$ cat src/rtl/pc_stack_pkg.sv
// Shared types and constants for the nibble-serial program-counter stack.
package pc_stack_pkg;

  localparam int unsigned NIB_W = 4;

  typedef enum logic [2:0] {
    OP_NOP   = 3'd0,
    OP_INC   = 3'd1,
    OP_JUMP  = 3'd2,
    OP_JPAGE = 3'd3,
    OP_CALL  = 3'd4,
    OP_RET   = 3'd5,
    OP_CLR   = 3'd6,
    OP_RSVD  = 3'd7
  } op_t;

  typedef enum logic {
    IDLE = 1'b0,
    INCR = 1'b1
  } state_t;

endpackage

$ cat src/rtl/pc_stack_nibble_incrementer.sv
// Single 4-bit incrementer shared by all nibbles of the serial PC increment.
module nibble_incrementer
  import pc_stack_pkg::*;
(
  input  logic [NIB_W-1:0] nib,
  input  logic             cin,
  output logic [NIB_W-1:0] sum,
  output logic             cout
);

  assign {cout, sum} = {1'b0, nib} + (NIB_W + 1)'(cin);

endmodule

$ cat src/rtl/pc_stack_nibble.sv
// Program counter and return-address stack with nibble-serial increment
// and selectable wrap/trap behaviour on stack overflow and underflow.
module pc_stack_nibble
  import pc_stack_pkg::*;
#(
  parameter int unsigned ADDR_NIBBLES = 3,
  parameter int unsigned DEPTH        = 4,
  parameter int unsigned OVF_MODE     = 0,
  localparam int unsigned AW = NIB_W * ADDR_NIBBLES,
  localparam int unsigned LW = $clog2(DEPTH),
  localparam int unsigned SW = (ADDR_NIBBLES > 1) ? $clog2(ADDR_NIBBLES) : 1
) (
  input  logic          sysclk,
  input  logic          poc_n,
  input  logic          cmd_valid,
  output logic          cmd_ready,
  input  logic [2:0]    cmd_op,
  input  logic [AW-1:0] cmd_addr,
  input  logic [SW-1:0] rd_sel,
  output logic [3:0]    rd_nib,
  output logic [AW-1:0] pc,
  output logic [LW-1:0] level,
  output logic [LW-1:0] used,
  output logic          err,
  output logic          pc_wrap
);

  localparam logic [AW-1:0] PAGE_MASK = AW'(8'hFF);
  localparam logic [LW-1:0] FULL      = LW'(DEPTH - 1);
  localparam logic [SW-1:0] LAST      = SW'(ADDR_NIBBLES - 1);

  state_t        state, state_nx;
  logic [AW-1:0] stack [DEPTH];
  logic [AW-1:0] work, work_nx;
  logic          carry, carry_nx;
  logic [SW-1:0] k, k_nx;
  logic [LW-1:0] level_nx, used_nx;
  logic          err_nx, wrap_nx;
  logic          wr_en, clr;
  logic [LW-1:0] wr_idx;
  logic [AW-1:0] wr_data;
  logic [NIB_W-1:0] inc_sum;
  logic          inc_cout;

  assign pc        = stack[level];
  assign cmd_ready = (state == IDLE);

  nibble_incrementer u_inc (
    .nib  (work[k*NIB_W +: NIB_W]),
    .cin  (carry),
    .sum  (inc_sum),
    .cout (inc_cout)
  );

  // Out-of-range nibble indices fall through to zero.
  always_comb begin
    rd_nib = '0;
    for (int i = 0; i < int'(ADDR_NIBBLES); i++) begin
      if (SW'(i) == rd_sel) rd_nib = pc[i*NIB_W +: NIB_W];
    end
  end

  always_comb begin
    state_nx = state;
    level_nx = level;
    used_nx  = used;
    work_nx  = work;
    carry_nx = carry;
    k_nx     = k;
    err_nx   = 1'b0;
    wrap_nx  = 1'b0;
    wr_en    = 1'b0;
    clr      = 1'b0;
    wr_idx   = level;
    wr_data  = work;
    unique case (state)
      IDLE: begin
        if (cmd_valid) begin
          case (op_t'(cmd_op))
            OP_INC: begin
              state_nx = INCR;
              work_nx  = pc;
              carry_nx = 1'b1;
              k_nx     = '0;
            end
            OP_JUMP: begin
              wr_en   = 1'b1;
              wr_data = cmd_addr;
            end
            OP_JPAGE: begin
              wr_en   = 1'b1;
              wr_data = (pc & ~PAGE_MASK) | (cmd_addr & PAGE_MASK);
            end
            OP_CALL: begin
              if (used != FULL || OVF_MODE == 0) begin
                level_nx = level + LW'(1);
                if (used != FULL) used_nx = used + LW'(1);
                wr_en   = 1'b1;
                wr_idx  = level_nx;
                wr_data = cmd_addr;
              end else begin
                err_nx = 1'b1;
              end
            end
            OP_RET: begin
              if (used != '0 || OVF_MODE == 0) begin
                level_nx = level - LW'(1);
                if (used != '0) used_nx = used - LW'(1);
              end else begin
                err_nx = 1'b1;
              end
            end
            OP_CLR: begin
              clr      = 1'b1;
              level_nx = '0;
              used_nx  = '0;
            end
            default: ;
          endcase
        end
      end
      INCR: begin
        // pc keeps its old value until the full working copy is committed.
        work_nx[k*NIB_W +: NIB_W] = inc_sum;
        carry_nx = inc_cout;
        if (k == LAST) begin
          state_nx = IDLE;
          wr_en    = 1'b1;
          wr_data  = work_nx;
          wrap_nx  = inc_cout;
        end else begin
          k_nx = k + SW'(1);
        end
      end
      default: state_nx = IDLE;
    endcase
  end

  always_ff @(posedge sysclk or negedge poc_n) begin
    if (!poc_n) begin
      state   <= IDLE;
      level   <= '0;
      used    <= '0;
      work    <= '0;
      carry   <= 1'b0;
      k       <= '0;
      err     <= 1'b0;
      pc_wrap <= 1'b0;
    end else begin
      state   <= state_nx;
      level   <= level_nx;
      used    <= used_nx;
      work    <= work_nx;
      carry   <= carry_nx;
      k       <= k_nx;
      err     <= err_nx;
      pc_wrap <= wrap_nx;
    end
  end

  always_ff @(posedge sysclk or negedge poc_n) begin
    if (!poc_n) begin
      for (int i = 0; i < int'(DEPTH); i++) stack[i] <= '0;
    end else if (clr) begin
      for (int i = 0; i < int'(DEPTH); i++) stack[i] <= '0;
    end else if (wr_en) begin
      stack[wr_idx] <= wr_data;
    end
  end

endmodule

$ cat config.mk
export PLATFORM = sky130hd
export DESIGN_NAME = pc_stack_nibble
export DESIGN_NICKNAME = d
export VERILOG_FILES = /design/src/rtl/pc_stack_pkg.sv /design/src/rtl/pc_stack_nibble_incrementer.sv /design/src/rtl/pc_stack_nibble.sv
export SDC_FILE = /design/constraint.sdc
export NUM_CORES = 1
export LEC_CHECK = 0
export CORE_MARGIN = 3
export CORE_UTILIZATION = 52
export DETAILED_ROUTE_END_ITERATION = 8
export PLACE_DENSITY_LB_ADDON = 0.08
export SLEW_MARGIN = 40
export SYNTH_ARGS = -nofsm -noshare
export SYNTH_HDL_FRONTEND = slang
export SYNTH_SLANG_ARGS = --single-unit
$ cat constraint.sdc
create_clock -name sysclk -period 2.25 [get_ports sysclk]
set_input_delay 0.225 -clock sysclk [delete_from_list [all_inputs] [get_ports sysclk]]
set_output_delay 0.225 -clock sysclk [all_outputs]
set_load 0.01 [all_outputs]
==> impl_metrics.env <==
export IMPL_whs_ns=0.4227
export IMPL_clock_power_share_pct=14.7
export IMPL_synth_compound_gate_area_share_pct=20.87
export IMPL_routed_via_count=3582
export IMPL_worst_min_path_class="input pin to async pin"
export IMPL_final_setup_viol_count=0
export IMPL_areaGrowthSynthToFinish_pct=31.02
export IMPL_critical_path_arrival_ns=2.50
export IMPL_die_x_um=95.78
export IMPL_timing_setup_critical_path_class="flop to flop"
export IMPL_cp_buffers_inverters=2
export IMPL_ir_drop_uv=759.9
export IMPL_post_synth_xor_area_fraction_pct=0.6269
export IMPL_crit_cells=8
export IMPL_nets=542
export IMPL_clock_tree_buf_depth=2
export IMPL_die_height_um=95.78
export IMPL_clk_pin_slew_ns=0.08
export IMPL_pwr_share_comb_pct=58.0
export IMPL_critical_path_endpoint_type="flop"
export IMPL_run_status="finished clean"
export IMPL_overflow=0
export IMPL_post_route_min_period_ns=2.227
export IMPL_synth_mux_area_share_pct=12.12
export IMPL_layout_common_cells="sky130_fd_sc_hd__buf_4 (68), sky130_fd_sc_hd__dfrtp_1 (66), sky130_fd_sc_hd__nand2_1 (46)"
export IMPL_finish_utilization_pct=70.70
export IMPL_cts_made_buffers=9
export IMPL_synth_net_count=440
export IMPL_detail_route_wirelength_um=12120
export IMPL_first_pass_iters=5
export IMPL_syn_cell_area_um2=4192
export IMPL_rows=32
export IMPL_routedWlPerCell_um=19.45
export IMPL_worstSetupStartpointType="flop"
export IMPL_worst_ep_required_time_ns=2.52
export IMPL_grt_pass1_vias=3596
export IMPL_pin_count=43
export IMPL_main_combinational_cell_family_by_area_after_synthesis="compound AO/OA/AOI/OAI gates"
export IMPL_flip_flop_and_latch_count_after_synthesis=69
export IMPL_final_hold_viol_count=0
export IMPL_netlist_instances=414
export IMPL_viasPerCell=5.750
export IMPL_worst_path_largest_cell_delay_ns=0.46
export IMPL_sequential_fraction_of_design_power_pct=27.3
export IMPL_timing_critical_path_cells="inv_1, ha_2, nor4bb_1, buf_4, nor3_1, a31oi_1, o211ai_1, o22ai_1"
export IMPL_core_area_um2=7767
export IMPL_tightestPinTransition_ns=0.6659
export IMPL_drc=0
export IMPL_synth_simple_area_share_pct=16.12
export IMPL_final_layout_size_suffix_gt1_share_pct=30.71
export IMPL_grt_antenna_before_repair=0
export IMPL_largest_net_degree_at_the_start_of_global_routing=27
export IMPL_synth_fa_ha_area_share_pct=1.791
export IMPL_report_final_slew_viol_count=0
export IMPL_synth_area_leaders="sky130_fd_sc_hd__dfrtp_1 (41%), sky130_fd_sc_hd__mux4_2 (6.4%), sky130_fd_sc_hd__mux2i_1 (4.8%), sky130_fd_sc_hd__o21ai_0 (4.2%), sky130_fd_sc_hd__nand2_1 (4.1%)"
export IMPL_route_antenna_remaining_nets=0
export IMPL_switchingPower_mw=3.295
export IMPL_initialDrtViolationCount=173
export IMPL_achievable_frequency_mhz=449.0
export IMPL_post_route_period_util_pct=98.98
export IMPL_edff_count_synth=0
export IMPL_switching_share_pct=40.52
export IMPL_slew_headroom_pct=55.61
export IMPL_num_antenna_cells=0
export IMPL_clkSinkCount=69
export IMPL_htree_levels=3
export IMPL_crit_family="compound AO/OA/AOI/OAI gates"
export IMPL_clock_latency_ns=0.36
export IMPL_maxCapViolCount=0
export IMPL_dieArea_um2=9174
export IMPL_synth_async_sr_flop_share_pct=100.0
export IMPL_skew_ns=0.01196
export IMPL_gp_congestion=0.8752
export IMPL_power_internal_mw=4.836
export IMPL_cellLeakagePower_nw=2.457
export IMPL_synth_distinct_cells=66
export IMPL_cellPowerDensity_nw_per_um2=1481
export IMPL_ys_warnings_count=0
export IMPL_synth_area_leader_cell="sky130_fd_sc_hd__dfrtp_1"
export IMPL_grt_pass1_wl_um=18730
export IMPL_buffer_ports_inserted=41
export IMPL_clockRootBuffer="sky130_fd_sc_hd__clkbuf_8"
export IMPL_synth_sequential_area_ratio_pct=41.19
export IMPL_layout_cells_most_common="sky130_fd_sc_hd__buf_4"
export IMPL_effective_utilization_at_floorplan_pct=53.96
export IMPL_critPathMaxFanout=7
export IMPL_slowest_cell_on_the_critical_path="sky130_fd_sc_hd__dfrtp_2"
export IMPL_r2r_cells=8
export IMPL_design_power_total_mw=8.132
export IMPL_yosysTopAreaCellShare_pct=41.19
export IMPL_cts_tree="built"
export IMPL_grt_usage_pct=27.92
export IMPL_post_synth_cell_area_avg_um2=10.12
export IMPL_ys_flop_type="sky130_fd_sc_hd__dfrtp_1"
export IMPL_post_dp_hpwl_um=8545
[per-layer routing]
layer | track usage (%) | part of all wire, %
met1 | 36.72 | 43
met2 | 45.40 | 49
met3 | 4.691 | 5.6
met4 | 12.20 | 2.6
met5 | 0 | 0
[area by class of cell]
cell class,instances,area (um^2)
Tap cell,102,127.6
Clock inverter,6,93.84
Multi-Input combinational cell,286,2245
Inverter,32,120.1
Fill cell,632,2276
Sequential cell,69,1730
Clock buffer,10,137.6
Timing Repair Buffer,118,1037
[power groups by stage]
stage               combinational (mW)  clock [mW]  sequential, mW
floorplan                         2.64           0            2.08
detailed placement                4.35           0            2.21
finish                            4.72        1.19            2.22
global route                      5.11        1.25            2.28
CTS                               4.59        1.21            2.20
global placement                  4.25           0            2.19
[Yosys cell counts, types with 3 or more instances]
| cell | instances |
|---|---|
| sky130_fd_sc_hd__a21oi_1 | 15 |
| sky130_fd_sc_hd__a21oi_2 | 3 |
| sky130_fd_sc_hd__a22oi_1 | 5 |
| sky130_fd_sc_hd__a31oi_1 | 6 |
| sky130_fd_sc_hd__and3_1 | 3 |
| sky130_fd_sc_hd__buf_2 | 7 |
| sky130_fd_sc_hd__buf_4 | 5 |
| sky130_fd_sc_hd__buf_6 | 7 |
| sky130_fd_sc_hd__clkbuf_1 | 8 |
| sky130_fd_sc_hd__dfrtp_1 | 69 |
| sky130_fd_sc_hd__ha_1 | 6 |
| sky130_fd_sc_hd__inv_1 | 32 |
| sky130_fd_sc_hd__mux2i_1 | 20 |
| sky130_fd_sc_hd__mux4_2 | 12 |
| sky130_fd_sc_hd__nand2_1 | 46 |
| sky130_fd_sc_hd__nand2b_1 | 8 |
| sky130_fd_sc_hd__nand3_1 | 13 |
| sky130_fd_sc_hd__nand3b_1 | 4 |
| sky130_fd_sc_hd__nor2_1 | 15 |
| sky130_fd_sc_hd__nor2b_1 | 6 |
| sky130_fd_sc_hd__nor3_1 | 6 |
| sky130_fd_sc_hd__o21ai_0 | 35 |
| sky130_fd_sc_hd__o21ai_1 | 4 |
| sky130_fd_sc_hd__o22ai_1 | 13 |
| sky130_fd_sc_hd__o22ai_2 | 12 |
| sky130_fd_sc_hd__o2bb2ai_1 | 4 |
| sky130_fd_sc_hd__or2_2 | 3 |
[stage by stage]
| stage | setup TNS [ns] | setup WS [ns] | std cells | cell area (um^2) |
|---|---|---|---|---|
| 2_1_floorplan | 0 | 0.1359 | 414 | 4192 |
| 3_3_place_gp | -2.734 | -0.1934 | 595 | 5069 |
| 3_5_place_dp | -2.842 | -0.2498 | 595 | 5080 |
| 4_1_cts | -0.2666 | -0.1414 | 623 | 5456 |
| 5_1_grt | -0.1774 | -0.08387 | 623 | 5492 |
| 6_report | 0 | 0.02296 | 623 | 5492 |
[repair_timing]
item / in CTS / in global routing
pin swaps: 1 / 7
buffers inserted: 9 / 3
hold buffers: 1 / 0
endpoints found under the setup margin: 31 / 14
resized for setup: 30 / 22
cloned: 2 / 0
endpoints found under the hold margin: 24 / 0
[final timing paths]
path,slack [ns],to,startpoint
worst min register to register,0.48,stack[15],stack[15]
worst min-delay path,0.42,level[1],poc_n
max in group asynchronous,1.05,work[10],poc_n
worst max-delay path,0.02,stack[11],k[0]
min in group sysclk,0.48,stack[15],stack[15]
worst max register to register,0.02,stack[11],k[0]
[logic make-up after synthesis]
family | Yosys count
other cells | 1
mux | 35
buf+inv | 59
xor+xnor | 3
flops | 69
simple gates | 121
compound gates | 120
fa+ha+maj | 6
Power figures use the tool's default switching activity.
